--- src/rtl/mem_arbiter.sv ---
// Round-robin arbiter sharing one slave bus between the instruction and data
// ports: grants per transaction, decodes the address map, returns the response.
module mem_arbiter #(
  parameter logic [31:0] bram_base_addr  = 32'h0000_0000,
  parameter logic [31:0] bram_top_addr   = 32'h0000_0400,
  parameter logic [31:0] uart_base_addr  = 32'h0010_0000,
  parameter logic [31:0] uart_top_addr   = 32'h0010_0004,
  parameter logic [31:0] clint_base_addr = 32'h0200_0000,
  parameter logic [31:0] clint_top_addr  = 32'h0200_C000,
  parameter logic [31:0] avl_base_addr   = 32'h8000_0000,
  parameter logic [31:0] avl_top_addr    = 32'h9000_0000,
  parameter int unsigned timeout_cycles  = 4096
) (
  input  logic        clock,
  input  logic        reset,
  input  logic        imem_valid,
  input  logic        imem_instr,
  input  logic [31:0] imem_addr,
  input  logic [31:0] imem_wdata,
  input  logic [3:0]  imem_wstrb,
  output logic        imem_ready,
  output logic [31:0] imem_rdata,
  output logic        imem_error,
  input  logic        dmem_valid,
  input  logic        dmem_instr,
  input  logic [31:0] dmem_addr,
  input  logic [31:0] dmem_wdata,
  input  logic [3:0]  dmem_wstrb,
  output logic        dmem_ready,
  output logic [31:0] dmem_rdata,
  output logic        dmem_error,
  output logic        bram_valid,
  output logic        uart_valid,
  output logic        clint_valid,
  output logic        avl_valid,
  output logic        slv_instr,
  output logic [31:0] slv_addr,
  output logic [31:0] slv_wdata,
  output logic [3:0]  slv_wstrb,
  input  logic        bram_ready,
  input  logic        uart_ready,
  input  logic        clint_ready,
  input  logic        avl_ready,
  input  logic [31:0] bram_rdata,
  input  logic [31:0] uart_rdata,
  input  logic [31:0] clint_rdata,
  input  logic [31:0] avl_rdata
);

  typedef enum logic [1:0] {IDLE = 2'd0, BUSY = 2'd1, ERR = 2'd2} state_t;

  // One-hot select: bit0 bram, bit1 uart, bit2 clint, bit3 avl; zero = unmapped.
  function automatic logic [3:0] decode(input logic [31:0] a);
    logic [3:0] hit;
    hit[0] = (a >= bram_base_addr)  && (a < bram_top_addr);
    hit[1] = (a >= uart_base_addr)  && (a < uart_top_addr);
    hit[2] = (a >= clint_base_addr) && (a < clint_top_addr);
    hit[3] = (a >= avl_base_addr)   && (a < avl_top_addr);
    return hit;
  endfunction

  state_t      state_q, state_d;
  logic        last_q, last_d;     // 0 = imem, 1 = dmem
  logic        owner_q, owner_d;
  logic [3:0]  sel_q, sel_d;
  logic        instr_q, instr_d;
  logic [31:0] addr_q, addr_d;
  logic [31:0] wdata_q, wdata_d;
  logic [3:0]  wstrb_q, wstrb_d;
  logic [31:0] cnt_q, cnt_d;

  logic        gnt_dmem_s;
  logic        req_any_s;
  logic        req_instr_s;
  logic [31:0] req_addr_s;
  logic [31:0] req_wdata_s;
  logic [3:0]  req_wstrb_s;
  logic [3:0]  dec_s;
  logic        slv_ready_s;
  logic [31:0] slv_rdata_s;
  logic        timeout_s;
  logic        done_s;
  logic        err_s;

  // Request selection: a tie goes to whoever was not granted last.
  always_comb begin
    req_any_s   = imem_valid | dmem_valid;
    gnt_dmem_s  = dmem_valid & (~imem_valid | ~last_q);
    req_instr_s = gnt_dmem_s ? dmem_instr : imem_instr;
    req_addr_s  = gnt_dmem_s ? dmem_addr  : imem_addr;
    req_wdata_s = gnt_dmem_s ? dmem_wdata : imem_wdata;
    req_wstrb_s = gnt_dmem_s ? dmem_wstrb : imem_wstrb;
    dec_s       = decode(req_addr_s);
    slv_ready_s = |(sel_q & {avl_ready, clint_ready, uart_ready, bram_ready});
    timeout_s   = (timeout_cycles != 32'd0) && (cnt_q == (timeout_cycles - 32'd1));
  end

  // Read-data return mux driven by the registered slave select.
  always_comb begin
    slv_rdata_s = 32'h0;
    case (sel_q)
      4'b0001: slv_rdata_s = bram_rdata;
      4'b0010: slv_rdata_s = uart_rdata;
      4'b0100: slv_rdata_s = clint_rdata;
      4'b1000: slv_rdata_s = avl_rdata;
      default: slv_rdata_s = 32'h0;
    endcase
  end

  // Next-state logic for the transaction FSM and its payload registers.
  always_comb begin
    state_d = state_q;
    last_d  = last_q;
    owner_d = owner_q;
    sel_d   = sel_q;
    instr_d = instr_q;
    addr_d  = addr_q;
    wdata_d = wdata_q;
    wstrb_d = wstrb_q;
    cnt_d   = cnt_q;
    done_s  = 1'b0;
    err_s   = 1'b0;
    case (state_q)
      IDLE: begin
        if (req_any_s) begin
          owner_d = gnt_dmem_s;
          instr_d = req_instr_s;
          addr_d  = req_addr_s;
          wdata_d = req_wdata_s;
          wstrb_d = req_wstrb_s;
          sel_d   = dec_s;
          cnt_d   = 32'd0;
          state_d = (dec_s != 4'b0000) ? BUSY : ERR;
        end else begin
          state_d = IDLE;
        end
      end
      BUSY: begin
        if (slv_ready_s) begin
          done_s  = 1'b1;
          sel_d   = 4'b0000;
          last_d  = owner_q;
          state_d = IDLE;
        end else if (timeout_s) begin
          done_s  = 1'b1;
          err_s   = 1'b1;
          sel_d   = 4'b0000;
          last_d  = owner_q;
          state_d = IDLE;
        end else begin
          cnt_d = cnt_q + 32'd1;
        end
      end
      ERR: begin
        done_s  = 1'b1;
        err_s   = 1'b1;
        last_d  = owner_q;
        state_d = IDLE;
      end
      default: begin
        sel_d   = 4'b0000;
        state_d = IDLE;
      end
    endcase
  end

  // State and payload registers.
  always_ff @(posedge clock) begin
    if (reset) begin
      state_q <= IDLE;
      last_q  <= 1'b0;
      owner_q <= 1'b0;
      sel_q   <= 4'b0000;
      instr_q <= 1'b0;
      addr_q  <= 32'h0;
      wdata_q <= 32'h0;
      wstrb_q <= 4'h0;
      cnt_q   <= 32'd0;
    end else begin
      state_q <= state_d;
      last_q  <= last_d;
      owner_q <= owner_d;
      sel_q   <= sel_d;
      instr_q <= instr_d;
      addr_q  <= addr_d;
      wdata_q <= wdata_d;
      wstrb_q <= wstrb_d;
      cnt_q   <= cnt_d;
    end
  end

  // Completion is returned only to the owner; error responses carry no data.
  always_comb begin
    imem_ready = 1'b0;
    imem_error = 1'b0;
    imem_rdata = 32'h0;
    dmem_ready = 1'b0;
    dmem_error = 1'b0;
    dmem_rdata = 32'h0;
    if (done_s) begin
      if (owner_q) begin
        dmem_ready = 1'b1;
        dmem_error = err_s;
        dmem_rdata = err_s ? 32'h0 : slv_rdata_s;
      end else begin
        imem_ready = 1'b1;
        imem_error = err_s;
        imem_rdata = err_s ? 32'h0 : slv_rdata_s;
      end
    end else begin
      imem_ready = 1'b0;
      dmem_ready = 1'b0;
    end
  end

  assign bram_valid  = sel_q[0];
  assign uart_valid  = sel_q[1];
  assign clint_valid = sel_q[2];
  assign avl_valid   = sel_q[3];
  assign slv_instr   = instr_q;
  assign slv_addr    = addr_q;
  assign slv_wdata   = wdata_q;
  assign slv_wstrb   = wstrb_q;

endmodule

--- config.mk ---
export PLATFORM = sky130hd
export DESIGN_NAME = mem_arbiter
export DESIGN_NICKNAME = d
export VERILOG_FILES = /design/src/rtl/mem_arbiter.sv
export SDC_FILE = /design/constraint.sdc
export NUM_CORES = 1
export LEC_CHECK = 0
export CAP_MARGIN = 20
export CORE_MARGIN = 10
export CORE_UTILIZATION = 25
export CTS_CLUSTER_SIZE = 28
export DETAILED_ROUTE_END_ITERATION = 8
export SKIP_CTS_REPAIR_TIMING = 1
export SLEW_MARGIN = 30
export SYNTH_ARGS = -nofsm -noshare
export SYNTH_HDL_FRONTEND = slang
export SYNTH_SLANG_ARGS = --single-unit
--- constraint.sdc ---
create_clock -name clock -period 2 [get_ports clock]
set_input_delay 0.5 -clock clock [delete_from_list [all_inputs] [get_ports clock]]
set_output_delay 0.5 -clock clock [all_outputs]
set_load 0.03 [all_outputs]
======== Word level (Yosys, flattened, before mapping) ========
Cells that the tools add are included.
word-level totals
  output and inout bits ................... 141
  input port bits ......................... 274
  RAM bits ................................ 0
  bits in latches ......................... 0
  memories ................................ 0
  logic and storage cells ................. 88
  ROM bits ................................ 0
  bits in registers ....................... 109
cells by class
  multiplexer cells ....................... 39
  reductions and logical operators ........ 13
  multipliers ............................. 0
  divide/modulo/power cells ............... 0
  bitwise operators ....................... 7
  magnitude comparators ................... 8
  equal/unequal tests ..................... 11
  shift-type cells ........................ 0
  add/sub/neg operators ................... 1
operators by type and width
  operator                                                      count
  two-way mux 32 bit                                            10
  case mux 32 bit (4 select lines)                              1
  case mux 32 bit (2 select lines)                              1
  adder 32 x 1 -> 32 bit, second input constant                 1
  equality test 32 x 12 -> 1 bit, second input constant         1
  >= comparator 32 x 1 -> 1 bit, second input constant          1
  >= comparator 32 x 21 -> 1 bit, second input constant         1
  >= comparator 32 x 26 -> 1 bit, second input constant         1
  >= comparator 32 bit, second input constant                   1
  less-than comparator 32 x 11 -> 1 bit, second input constant  1
  less-than comparator 32 x 21 -> 1 bit, second input constant  1
  less-than comparator 32 x 26 -> 1 bit, second input constant  1
  less-than comparator 32 bit, second input constant            1
  two-way mux 4 bit                                             4
  two-way mux 1 bit                                             14
  case mux 4 bit (3 select lines)                               1
  two-way mux 2 bit                                             4
  != test 2 bit, second input constant                          3
  case mux 1 bit (2 select lines)                               3
  bitwise AND 4 bit                                             1
  equality test 4 x 1 -> 1 bit, second input constant           1
  equality test 4 x 2 -> 1 bit, second input constant           1
  equality test 4 x 3 -> 1 bit, second input constant           1
  equality test 4 bit, second input constant                    1
  15 further kinds                                              23

======== Depth between registers and ports, before layout ========
Gate-level depths: netlist of the first run.
  depth in word-level cells ............... 10
  gate-level depth with buffers ........... 9
  depth with buffers taken out ............ 8

======== Worst setup path after synthesis of the first run ========
No wires, ideal clock.
  kind .................................... flip-flop to output port
  start point ............................. register cnt_q[26]
  end point ............................... output port imem_rdata[10]
  path slack .............................. -1.011 ns
  arrival ................................. 2.511 ns
  path buffers ............................ 1
  required time ........................... 1.500 ns
  stages on the path, launching flop included .. 8
  cell sequence ........................... dfxtp_1 -> nor4_2 -> and3_1 -> nand4_2 -> a211oi_2 -> nand2_1 -> buf_2 -> nor2_1
between the ends
  longest elaborated chain between the ends .. 7
  elaborated cells on any way between the ends .. 9
  classes of those cells .................. 1 x eq/ne; 8 x mux
RTL lines
  element                           RTL line  RTL
  start: declaration                70        logic [31:0] cnt_q, cnt_d;
  start signal: assignment          188       cnt_q <= cnt_d;
  equality test 32 x 12 -> 1 bit *  95        timeout_s = (timeout_cycles != 32'd0) && (cnt_q == (timeout_cycles - 32'd1));
  two-way mux 1 bit *               144       end else if (timeout_s) begin
  two-way mux 1 bit                 139       if (slv_ready_s) begin
  case mux 1 bit (2 select lines)   123       case (state_q)
  two-way mux 32 bit                208       imem_rdata = err_s ? 32'h0 : slv_rdata_s;
  two-way mux 32 bit                201       if (owner_q) begin
  two-way mux 32 bit *              200       if (done_s) begin
  end: declaration                  22        output logic [31:0] imem_rdata,
Every way passes the cells marked *; elsewhere a longest branch is shown, timed or not.

======== Final worst setup path of the first run ========
  start point ............................. register sel_q[3]
  end point ............................... output port dmem_rdata[18]
between the ends
  longest elaborated chain between the ends .. 7
  elaborated cells on any way between the ends .. 14
  classes of those cells .................. 4 x eq/ne; 8 x mux; 1 x bitwise; 1 x reduce/logical
RTL lines
  element                          RTL line  RTL
  start: declaration               65        logic [3:0] sel_q, sel_d;
  start signal: assignment         183       sel_q <= sel_d;
  bitwise AND 4 bit                94        slv_ready_s = |(sel_q & {avl_ready, clint_ready, uart_ready, bram_ready});
  OR reduction 4 bit               94
  two-way mux 1 bit                139
  case mux 1 bit (2 select lines)  123
  two-way mux 32 bit               204       dmem_rdata = err_s ? 32'h0 : slv_rdata_s;
  two-way mux 32 bit               201
  two-way mux 32 bit *             200
  end: declaration                 30        output logic [31:0] dmem_rdata,
Marked as above.

==> results by group, run 1 <==
Setup path
  • CP bufs+invs: 3
  • Worst-path maximum fanout: 7
  • CP Cell Sequence: inv_1 > nor4_4 > o21ai_0 > a31oi_4 > nand3_4 > clkbuf_16 > nor2_4 > buf_12
  • Crit end category: output pin
  • Setup Crit Path Kind: reg -> out
  • R2R setup slack: -0.30 ns
  • RR Startpoint: sel_q[0]$_SDFFE_PP0P_
  • Worst Path Required: approximately 1.5 ns
  • RR Endpoint: cnt_q[8]$_SDFFE_PP0P_
  • CP delay by family, top: simple AND/OR/NAND/NOR gates
  • R2r worst-path depth: 11
  • CP arrival: roughly 2.4 ns
  • Critical-path top delay cell: dfxtp_4
  • Worst path max stage delay: 0.42 ns
  • Crit path launch type: flop

Power and ir drop
  • Total power: slightly above 6 mW
  • Reg power frac: 39.1%
  • Internal: approximately 4.2 mW
  • Lkg Pwr: between 5 and 6 nW
  • Comb pwr share: 32.0%
  • IR drop worst, VDD: 393.1 uV
  • Switching share of power: 31.60%
  • Switch Pwr: between 1.5 and 2 mW
  • PD cells: 452.9 nW/um^2
  • Clock Power Share: between 20 and 30%

Clock tree
  • Clock Path Buffers: 2
  • CTS root buffer: clkbuf_16
  • Worst-Skew Late Latency: ~0.36 ns
  • # clock sinks: ~110
  • CTS Buf Count: 9
  • CTS clk-pin slew, worst paths: approximately 0.08 ns
  • H-Tree Depth: 3
  • CTS tree: done

STA
  • Rel. slew slack: between 60 and 70%
  • Final Critical Period: 2.866 ns
  • Endpoints failing setup: ~100
  • Maximum clock rate: around 350 MHz
  • Final period utilization: 143.3%
  • Clock Skew: ~0.013 ns
  • Fin. Hold Viols: 0
  • PnR worst setup slack: -0.8662 ns
  • RSZ-0062 raised after global routing: yes
  • Least-Margin Pin Slew: a little over 0.5 ns
  • Pins over their slew limit: 0

Placed design
  • Routability cong.: a little under 0.9
  • Dpl hpwl: around 28000 um
  • Port bufs: a little over 400

Global route
  • First-pass GRT wire length: 49580 um
  • Largest net degree at the start of global routing: 63
  • Vias in the first global route: about 8300
  • GRT overflow: 0
  • Antenna violations before repair: 6
  • GRT Resource Usage Total: roughly a fifth

Logic synthesis
  • Synth area leader: dfxtp_1
  • Synth area leaders: dfxtp_1 35%, nor2_1 10%, nand2_1 9.8%
  • Post-synth top area share: between 30% and 40%
  • Cell area after synthesis: 6227 um^2
  • Post-synth EDFFs: 0
  • Unique masters post-synth: 61
  • Synth Net Count: 1106
  • Synth warn: 0
  • Post-Syn Instances: 828
  • Ys flop type: dfxtp_1
  • Sequential area share after synthesis: 35.04%
  • #FFs+latches synth: around 110
  • Mean area per synthesized cell: about 7.5 um^2
  • Asr flop ratio synth: 0%

Min path
  • Hold Path End: slv_wdata[18]$_SDFFE_PP0P_
  • Hold crit path type: reg -> reg
  • Hold Path Origin: slv_wdata[18]$_SDFFE_PP0P_
  • Min-Delay Path Depth: 2

Floorplanning
  • Core Area: about 24000 um^2
  • FP Rows: between 50 and 60
  • IO Count: 415
  • Die area: roughly 32000 um^2
  • Die extent in x: ~180 um
  • Vert. Die Dim: 177.8 um
  • Initial core utilization: roughly a quarter

Drt
  • DRC violations left: 0
  • Final WL: 34800 um
  • 1st-iter DRT viols: approximately 400
  • Vias per Instance: ~4.9
  • Detailed Routing Iterations Pass 1: 5
  • Avg WL per Cell: 20.41 um
  • DR vias: between 8000 and 9000
  • Routed Antenna Nets: 0

Run status
  • Failing checks: negative setup slack
  • Status: finished with violations

Run
  • Max-cap violation count: 0

Layout
  • Finished Core Util: approximately 56%
  • Final #Nets: 1647
  • Filler cell count in the final layout: 2227
  • Layout area overhead: 118.1%
  • Share of cells above drive strength 1: 30.71%
-- worst min-delay path, stage by stage (launching register included) --
cell      delay [ns]
dfxtp_1         0.31
nor2_1          0.09
a311oi_1        0.05
-- layout by cell type (no fill, tap or decap), drive strengths merged, types with 5 or more instances in the layout --
| master | Yosys | layout |
|---|---|---|
| a21oi | 12 | 12 |
| a221oi | 32 | 32 |
| a22o | 35 | 35 |
| a311oi | 67 | 67 |
| and3 | 9 | 9 |
| buf | 17 | 252 |
| clkbuf | 49 | 11 |
| clkdlybuf4s50 | 0 | 335 |
| dfxtp | 109 | 109 |
| diode | 0 | 7 |
| dlymetal6s2s | 0 | 7 |
| inv | 6 | 10 |
| nand2 | 164 | 164 |
| nand3 | 15 | 15 |
| nand4 | 19 | 19 |
| nor2 | 173 | 173 |
| nor3 | 13 | 13 |
| nor4 | 14 | 14 |
| nor4b | 5 | 5 |
| o21ai | 7 | 7 |
| or4 | 8 | 8 |
| xor2 | 25 | 25 |
-- stage by stage --
| stage | TNS [ns] | cells | setup WS, ns | area [um^2] | hold slack [ns] |
|---|---|---|---|---|---|
| final | -59.77 | 1705 | -0.8662 | 13580 | 0.4997 |
| after detailed placement | -103.71 | 1668 | -0.9109 | 12510 | 0.4911 |
| after CTS | -77.06 | 1684 | -1.024 | 12790 | 0.4947 |
| after global routing | -73.51 | 1703 | -1.008 | 13580 | 0.5164 |
| after floorplan | -35.76 | 828 | -0.5899 | 6854 | 0.4530 |
| after global placement | -100.40 | 1668 | -0.8376 | 12510 | 0.4835 |
-- power groups by stage --
stage,combinational [mW],clock (mW),sequential [mW]
4_1_cts,1.93,1.83,2.41
6_report,1.97,1.77,2.41
3_5_place_dp,1.93,0,2.46
3_3_place_gp,1.92,0,2.46
5_1_grt,2.10,1.91,2.43
2_1_floorplan,0.476,0,2.76
-- layer usage --
metal,vias up,routed length (um),GRT usage [%]
li1,4110,-,-
met1,3909,13430,22.47
met2,341,17320,34.78
met3,34,3426,7.650
met4,0,620,5.974
met5,-,0,0
-- how the worst max path moves through the flow --
stage                      startpoint              to  slack (ns)  cells past startpoint
2_1_floorplan  cnt_q[29]$_SDFFE_PP0P_  imem_rdata[10]       -0.59                      7
6_report        sel_q[3]$_SDFFE_PP0P_  dmem_rdata[18]       -0.87                      8
3_5_place_dp              clint_ready   dmem_rdata[5]       -0.91                      9
5_1_grt        cnt_q[17]$_SDFFE_PP0P_  dmem_rdata[18]       -1.01                      8
4_1_cts        cnt_q[14]$_SDFFE_PP0P_   dmem_rdata[5]       -1.02                      8
3_3_place_gp              clint_ready   dmem_rdata[2]       -0.84                      9
-- kinds of logic after synthesis --
kind of cell | after synthesis | synth area share (%)
xor gates and xnor gates | 26 | 3.657
AOI/OAI and AO/OA | 178 | 23.95
and+or+nand+nor | 434 | 31.06
buffers and inverters | 72 | 4.661
adders and majority gates | 4 | 0.8037
muxes | 5 | 0.8238
DFF | 109 | 35.04
-- cell type report --
type / instances / area [um^2] / area share, %
Clock buffer: 9 / 225.2 / 1.658
Clock inverter: 7 / 56.30 / 0.4145
Sequential cell: 109 / 2201 / 16.20
Antenna cell: 7 / 17.52 / 0.1289
Multi-Input combinational cell: 647 / 4702 / 34.61
Inverter: 6 / 22.52 / 0.1658
Tap cell: 324 / 405.4 / 2.984
Timing Repair Buffer: 596 / 5954 / 43.83
-- synth_stat cells (3+ instances only) --
cell type	count
inv_1	6
nor2b_1	3
o211ai_1	3
nand4_1	18
ha_1	4
nor3_1	11
a21oi_1	12
nand2_1	163
and2_1	3
dfxtp_1	109
a22o_1	35
clkbuf_1	49
nand3_1	14
mux2i_1	4
buf_2	10
nor4b_1	5
a221oi_1	32
nor4_1	12
o21a_1	3
or4_1	7
o21ai_0	6
nor2_1	173
and3_1	7
a311oi_1	67
buf_1	6
xor2_1	25
-- flip-flops by register name, summed over array words and instances (netlist names) --
signal,count
cnt_q,32
slv_addr,32
slv_wdata,32
sel_q,4
slv_wstrb,4
state_q,2
last_q,1
owner_q,1
slv_instr,1
No activity file was read; power rests on OpenSTA's default activity.
==> inputs of run 2 (changes only) <==
Settings changed: SLEW_MARGIN 30 to 20.
==> results of run 2 <==
The final DEF is identical to that of run 1; final timing and power are the same.
==> inputs of run 3 (changes only) <==
Settings changed: CAP_MARGIN 20 to 15, TNS_END_PERCENT set to 30.
==> run 3 against run 2 <==
Net effect: the flow still finishes with violations (negative setup slack); combinational power barely moved; fmax decreased by 0.70%; clock power about the same; non-clock buffer count rose by 14; largest cell class unchanged; final cell count rose by 0.94%; hold slack worse by 0.0042 ns; register-to-register slack better by 0.06 ns; design area shrank 0.53%; via count down 0.95%; utilization shrank 0.30 points; routed wire length is 1.9% lower.
==> results by group, run 3 (synthesis gave the netlist of run 1 again) <==
Layout
  • Layout area overhead: 117.0%
  • Commonest non-fill, non-tap cell in the layout: clkdlybuf4s50_1
  • Filler cell count in the final layout: approximately 2300
  • Final #Nets: 1661
  • Commonest cells after routing, fill and taps aside: 339 x clkdlybuf4s50_1, 180 x buf_4, 162 x nand2_1
  • Finished Core Util: 55.40%
  • Fin cells: around 1700
  • Share of cells above drive strength 1: between 20% and 30%

Global route
  • First-pass GRT wire length: 49290 um
  • Vias in the first global route: 8409
  • GRT overflow: 0
  • Largest net degree at the start of global routing: between 50 and 60
  • GRT Resource Usage Total: about 20%
  • Antenna violations before repair: 8

Clock tree
  • CTS clk-pin slew, worst paths: ~0.08 ns
  • Clock Path Buffers: 2
  • CTS root buffer: clkbuf_16
  • Worst-Skew Late Latency: ~0.36 ns
  • # clock sinks: between 100 and 150
  • CTS tree: done
  • H-Tree Depth: 3
  • CTS Buf Count: 9

STA
  • Pins over their slew limit: 0
  • Fin. Hold Viols: 0
  • Setup TNS: -58.98 ns
  • Final Critical Period: 2.886 ns
  • Final period utilization: 144.3%
  • Maximum clock rate: approximately 350 MHz
  • Rel. slew slack: a little under half
  • WHS: slightly below 0.5 ns
  • Least-Margin Pin Slew: roughly 0.79 ns
  • Endpoints failing setup: 94
  • PnR worst setup slack: -0.8863 ns
  • RSZ-0062 raised after global routing: yes
  • Clock Skew: between 0.01 and 0.015 ns

Setup path
  • Setup Crit Path Kind: reg -> out
  • CP arrival: approximately 2.4 ns
  • Worst-path maximum fanout: 7
  • Crit end category: output pin
  • Worst Path Required: approximately 1.5 ns
  • Crit path launch type: flop
  • Critical-path top delay cell: dfxtp_2
  • CP delay by family, top: simple AND/OR/NAND/NOR gates
  • CP bufs+invs: 2
  • Crit path top cell by count: buf_4
  • CP Cell Sequence: nor4_4 > and3_4 > nand4_4 > a21oi_4 > nand3_4 > buf_4 > nor2_4 > buf_4
  • Worst path max stage delay: 0.34 ns

Placed design
  • Pre-CTS setup slack: -0.9564 ns
  • Routability cong.: 0.8632
  • Dpl hpwl: about 28000 um
  • Placed cell count: 1694
  • Port bufs: approximately 410

Drt
  • 1st-iter DRT viols: approximately 370
  • Routed Antenna Nets: 0
  • Final WL: between 30000 and 40000 um
  • Detailed Routing Iterations Pass 1: 5
  • DRC violations left: 0
  • Vias per Instance: 4.831
  • Avg WL per Cell: approximately 20 um
  • DR vias: between 8000 and 9000

Power and ir drop
  • IR drop worst, VDD: about 370 uV
  • Lkg Pwr: roughly 5.2 nW
  • PD cells: approximately 460 nW/um^2

Floorplanning
  • IO Count: just over 400
  • Core Area: 24390 um^2
  • Initial core utilization: between 20% and 30%
  • Die extent in x: 177.8 um
  • Die area: 31620 um^2
  • FP Rows: 57
  • Vert. Die Dim: about 180 um

Run status
  • Failing checks: negative setup slack
  • Status: finished with violations

Min path
  • Hold crit path type: reg -> reg

Run
  • Max-cap violation count: 0
[run 3: cell count changes in the layout (fill, tap and decap cells not counted), sizes merged]
cell	previous run	this run
buf	252	266
clkinvlp	1	0
clkinv	2	4
dlymetal6s2s	7	3
diode	7	9
inv	10	8
clkbuf	11	12
clkdlybuf4s50	335	339
[run 3: cell type report]
type | count | area [um^2] | area share, %
timing repair buffer | 610 | 6013 | 44.50
inverter | 6 | 22.52 | 0.1667
clock inverter | 6 | 56.30 | 0.4167
sequential | 109 | 2197 | 16.26
multi-input combinational | 647 | 4566 | 33.79
clock buffer | 10 | 229.0 | 1.695
tap | 324 | 405.4 | 3.000
antenna | 9 | 22.52 | 0.1667
[run 3: routing by layer]
metal | vias up | track usage (%) | routed length [um]
li1 | 4138 | - | -
met1 | 3800 | 21.50 | 12890
met2 | 337 | 34.26 | 17030
met3 | 39 | 7.862 | 3314
met4 | 0 | 8.614 | 909
met5 | - | 0 | 0
[run 3: worst paths after layout]
check	slack [ns]	endpoint	startpoint	depth (start not counted)
min	0.50	slv_addr[3]$_SDFFE_PP0P_	slv_addr[3]$_SDFFE_PP0P_	2
max reg2reg	-0.24	cnt_q[2]$_SDFFE_PP0P_	cnt_q[19]$_SDFFE_PP0P_	10
max	-0.89	dmem_rdata[22]	cnt_q[14]$_SDFFE_PP0P_	8
min reg2reg	0.50	slv_addr[3]$_SDFFE_PP0P_	slv_addr[3]$_SDFFE_PP0P_	2
[run 3: where the power goes]
part           switching [mW]  leakage (nW)  internal, mW  total (mW)
combinational           0.941          4.12          1.02        1.96
sequential             0.0837         0.901          2.33        2.41
clock                   0.912         0.140         0.871        1.78
[run 3: through the flow]
stage	power [mW]	instance area [um^2]
after floorplan	3.233	6813
after global placement	4.397	12670
after detailed placement	4.411	12690
after CTS	6.213	12970
after global routing	6.440	13510
final	6.156	13510
[run 3: worst reg2reg max path: stages (launching register included)]
cell and delay (ns):
dfxtp_2 0.34, nor4_4 0.25, buf_4 0.15, nand4_1 0.17, buf_4 0.21, or4_4 0.47, buf_6 0.16, nand2_2 0.08
buf_4 0.12, xor2_1 0.14, nor2_1 0.05
==> RTL edit 1: new RTL, settings of run 3 <==
The 3 states of `state_t` get a one-hot encoding in 3 bits.
--- a/src/rtl/mem_arbiter.sv
+++ b/src/rtl/mem_arbiter.sv
@@ -47,7 +47,7 @@
   input  logic [31:0] avl_rdata
 );
 
-  typedef enum logic [1:0] {IDLE = 2'd0, BUSY = 2'd1, ERR = 2'd2} state_t;
+  typedef enum logic [2:0] {IDLE = 3'b001, BUSY = 3'b010, ERR = 3'b100} state_t;
 
   // One-hot select: bit0 bram, bit1 uart, bit2 clint, bit3 avl; zero = unmapped.
   function automatic logic [3:0] decode(input logic [31:0] a);
Formal check against the unedited RTL: no difference found for any inputs over 4 cycles, from zero or initial values and one cycle with reset high; so few cycles prove little.
==> RTL edit 1 against run 3 <==
The run still ends with setup timing left; design area up 3.6%; power up 8.0%; wire length is 14% higher; first-iteration DRC count grew 37%; sequential power is 4% higher; synthesized area increased by 3.7%; setup slack better by 0.070 ns; hold slack got worse by 0.0036 ns; clock skew down 0.0070 ns; die area is 3.3% higher; sequential cell count up 1; global-route usage is 1.9 points higher; sequential share of layout area decreased by 0.40 points; final cell count up 1.5%; highest routed layer is now met5.
==> RTL edit 1: results (changes against run 3) <==
* Critical R2R Launch: sel_q[3]
* Outcome: complete, but fails checks
* Crit Reg-Reg Endpoint: cnt_q[20]
* Worst Hold Launch: slv_wdata[8]
* Share of cells above drive strength 1 at 0.294 (-0.00250)
* Pin count of the biggest net entering global routing at 50 (-11%)
* Top area cells in the synthesized netlist: dfxtp_1, nand2_1, a311oi_1
* Crit path DAT at 2.32 ns (-0.07 ns)
* Leak Pwr at 5.18 nW (+0.29%)
* First-pass GRT wire length at 55900 um (+13%)
* WL met1 at 14100 um (+9.1%)
* Relative slew slack at 0.528 (+0.0573)
* All-Layer GR Usage at 0.219 (+0.0185)
* Reg2Reg Depth at 9 (-1)
* Slowest stage delay, CP at 0.64 ns (+0.30 ns)
* R2r setup slk at -0.33 ns (-0.09 ns)
* PnR worst setup slack at -0.816 ns (+0.0703 ns)
* Met1 Usage GRT at 0.234 (+0.0193)
* Hold Path Sink: slv_wdata[8]
* Critical-path top delay cell: or4_4
* Post-detailed-placement half-perimeter wirelength at 31500 um (+11%)
* Vias in the first global route at 8891 (+5.7%)
* Failing checks: setup timing
* DR iter-0 viols at 500 (+37%)
* # setup viols final at 95 (+1.1%)
## RTL edit 1: cell families after synthesis
group | share of synthesized area
AO/OA/AOI/OAI | 0.322
XOR/XNOR | 0.00271
adder cells (fa/ha/maj) | 0.00194
buffers and inverters | 0.0488
flip-flops | 0.341
multiplexers | 0.0202
AND/OR/NAND/NOR | 0.263
## RTL edit 1: stage by stage
step	worst slack, ns	instance area [sq um]	hold WS, ns	util
6_report	-0.816	14000	0.492	0.553
5_1_grt	-0.904	14000	0.515	0.553
4_1_cts	-0.895	13400	0.500	0.530
3_5_place_dp	-0.886	13200	0.490	0.519
3_3_place_gp	-0.888	13200	0.484	0.519
2_1_floorplan	-0.471	7170	0.443	-
## RTL edit 1: cell type report
| class | instances | area, sq um |
|---|---|---|
| diodes | 7 | 17.5 |
| clock buffers | 9 | 225 |
| clock inverters | 7 | 56.3 |
| fillers | 2356 | 11300 |
| inverters | 5 | 21.3 |
| multi-input cells | 663 | 4840 |
| flip-flops and latches | 110 | 2220 |
| well taps | 330 | 413 |
| repair buffers | 616 | 6210 |
## RTL edit 1: how the worst max path moves through the flow
stage / start / end / slack, ns / cells past startpoint
6_report: sel_q[3] / imem_rdata[26] / -0.82 / 7
5_1_grt: sel_q[3] / imem_rdata[29] / -0.90 / 7
4_1_cts: avl_ready / imem_rdata[8] / -0.90 / 7
3_5_place_dp: avl_ready / imem_rdata[19] / -0.89 / 7
3_3_place_gp: avl_ready / imem_rdata[18] / -0.89 / 7
2_1_floorplan: sel_q[0] / imem_rdata[10] / -0.47 / 7
## RTL edit 1: report_power, final
group	switching, mW	internal (mW)	total, mW
Clock	0.905	0.863	1.77
Sequential	0.114	2.38	2.50
Combinational	1.18	1.21	2.39
Total	2.20	4.45	6.65
==> RTL edit 2: new RTL, config.mk and constraints of run 3 <==
Without the edit above. Change the parameter `timeout_cycles` from 4096 to 3072.
--- a/src/rtl/mem_arbiter.sv
+++ b/src/rtl/mem_arbiter.sv
@@ -9,7 +9,7 @@
   parameter logic [31:0] clint_top_addr  = 32'h0200_C000,
   parameter logic [31:0] avl_base_addr   = 32'h8000_0000,
   parameter logic [31:0] avl_top_addr    = 32'h9000_0000,
-  parameter int unsigned timeout_cycles  = 4096
+  parameter int unsigned timeout_cycles  = 3072
 ) (
   input  logic        clock,
   input  logic        reset,
Behaviour: same outputs for any inputs over 4 cycles, from zero or initial values and one cycle with reset high; that may be too few to reach the edited logic, so the function may still have changed.
==> RTL edit 2 against run 3 <==
The run still ends with setup timing left; synthesized cell count increased by 3.5%; power decreased by 1.6%; design area increased by 0.38%; wire length increased by 4.8%; die area increased by 0.32%; final cell count increased by 1.2%; count of clock-buffer cells in the layout increased by 2; sequential power about the same; setup slack improved by 0.11 ns; sequential share of layout area about the same; sequential cell count unchanged; non-clock buffer count unchanged; synthesized area increased by 0.36%; critical endpoint is now imem_rdata[1]; largest power group unchanged.
==> RTL edit 2: results (changes against run 3) <==
* Top area cells in the synthesized netlist: dfxtp_1, nor2_1, nand2_1
* Failing checks: setup timing
* R2r setup slk at -0.33 ns (-0.09 ns)
* Post-DP Area at 12600 sq um (-0.65%)
* Clock group power at 1.67 mW (-6%)
* Clock network fraction of total power at 0.276 (-0.014)
* Hold Path Sink: state_q[0]
* Clock skew at 0.00842 ns (-0.00639 ns)
* All-Layer GR Usage at 0.208 (+0.00765)
* Share of cells above drive strength 1 at 0.285 (-0.0122)
* Fin nets at 1682 (+1.3%)
* # setup viols final at 101 (+7.4%)
* Seq/Total Area, Yosys at 0.349 (-0.00126)
* Net Sw Power at 1.87 mW (-3.7%)
* Outcome: complete, but fails checks
* Antenna violations before repair at 9 (+1)
* Met1 Usage GRT at 0.219 (+0.00378)
* Fillers at 2257 (-0.83%)
* DR iter-0 viols at 372 (+1.9%)
* Reg2Reg Depth at 8 (-2)
* Crit path DAT at 2.28 ns (-0.11 ns)
* Met3 Usage GRT at 0.0801 (+0.00150)
* Drt wl/cell at 20.6 um (+3.6%)
* Drt via density at 4.99 (+3.3%)
* GR met2 Demand/Resource at 0.361 (+0.0181)
* Vias in the first global route at 8699 (+3.4%)
* CP max FO at 8 (+1)
* GP Congestion at 0.903 (+4.6%)
* PnR worst setup slack at -0.779 ns (+0.107 ns)
* Post-Syn Nets at 1135 (+2.6%)
* Crit Reg-Reg Endpoint: cnt_q[28]
* CP endpoint: imem_rdata[1]
* Slowest stage delay, CP at 0.62 ns (+0.28 ns)
* Relative slew slack at 0.433 (-0.0375)
* Pin count of the biggest net entering global routing at 60 (+7.1%)
==> RTL edit 2: final cells by class <==
cell class / count / area [sq um] / area share
diodes: 8 / 20.0 / 0.00148
clock buffers: 12 / 236 / 0.0174
repair buffers: 610 / 6140 / 0.452
multi-input cells: 666 / 4510 / 0.332
flip-flops and latches: 109 / 2200 / 0.162
inverters: 8 / 30.0 / 0.00221
clock inverters: 4 / 23.8 / 0.00175
well taps: 324 / 405 / 0.0299
==> RTL edit 2: logic make-up (layout without fill, tap and decap cells) <==
| family | Yosys count | after routing | synth area share |
|---|---|---|---|
| and+or+nand+nor | 440 | 440 | 0.308 |
| buffers and inverters | 82 | 634 | 0.0515 |
| muxes | 3 | 3 | 0.00480 |
| adders and majority gates | 4 | 4 | 0.00801 |
| DFF | 109 | 109 | 0.349 |
| xor gates and xnor gates | 13 | 13 | 0.0182 |
| other | 0 | 8 | 0 |
| AOI/OAI and AO/OA | 206 | 206 | 0.261 |
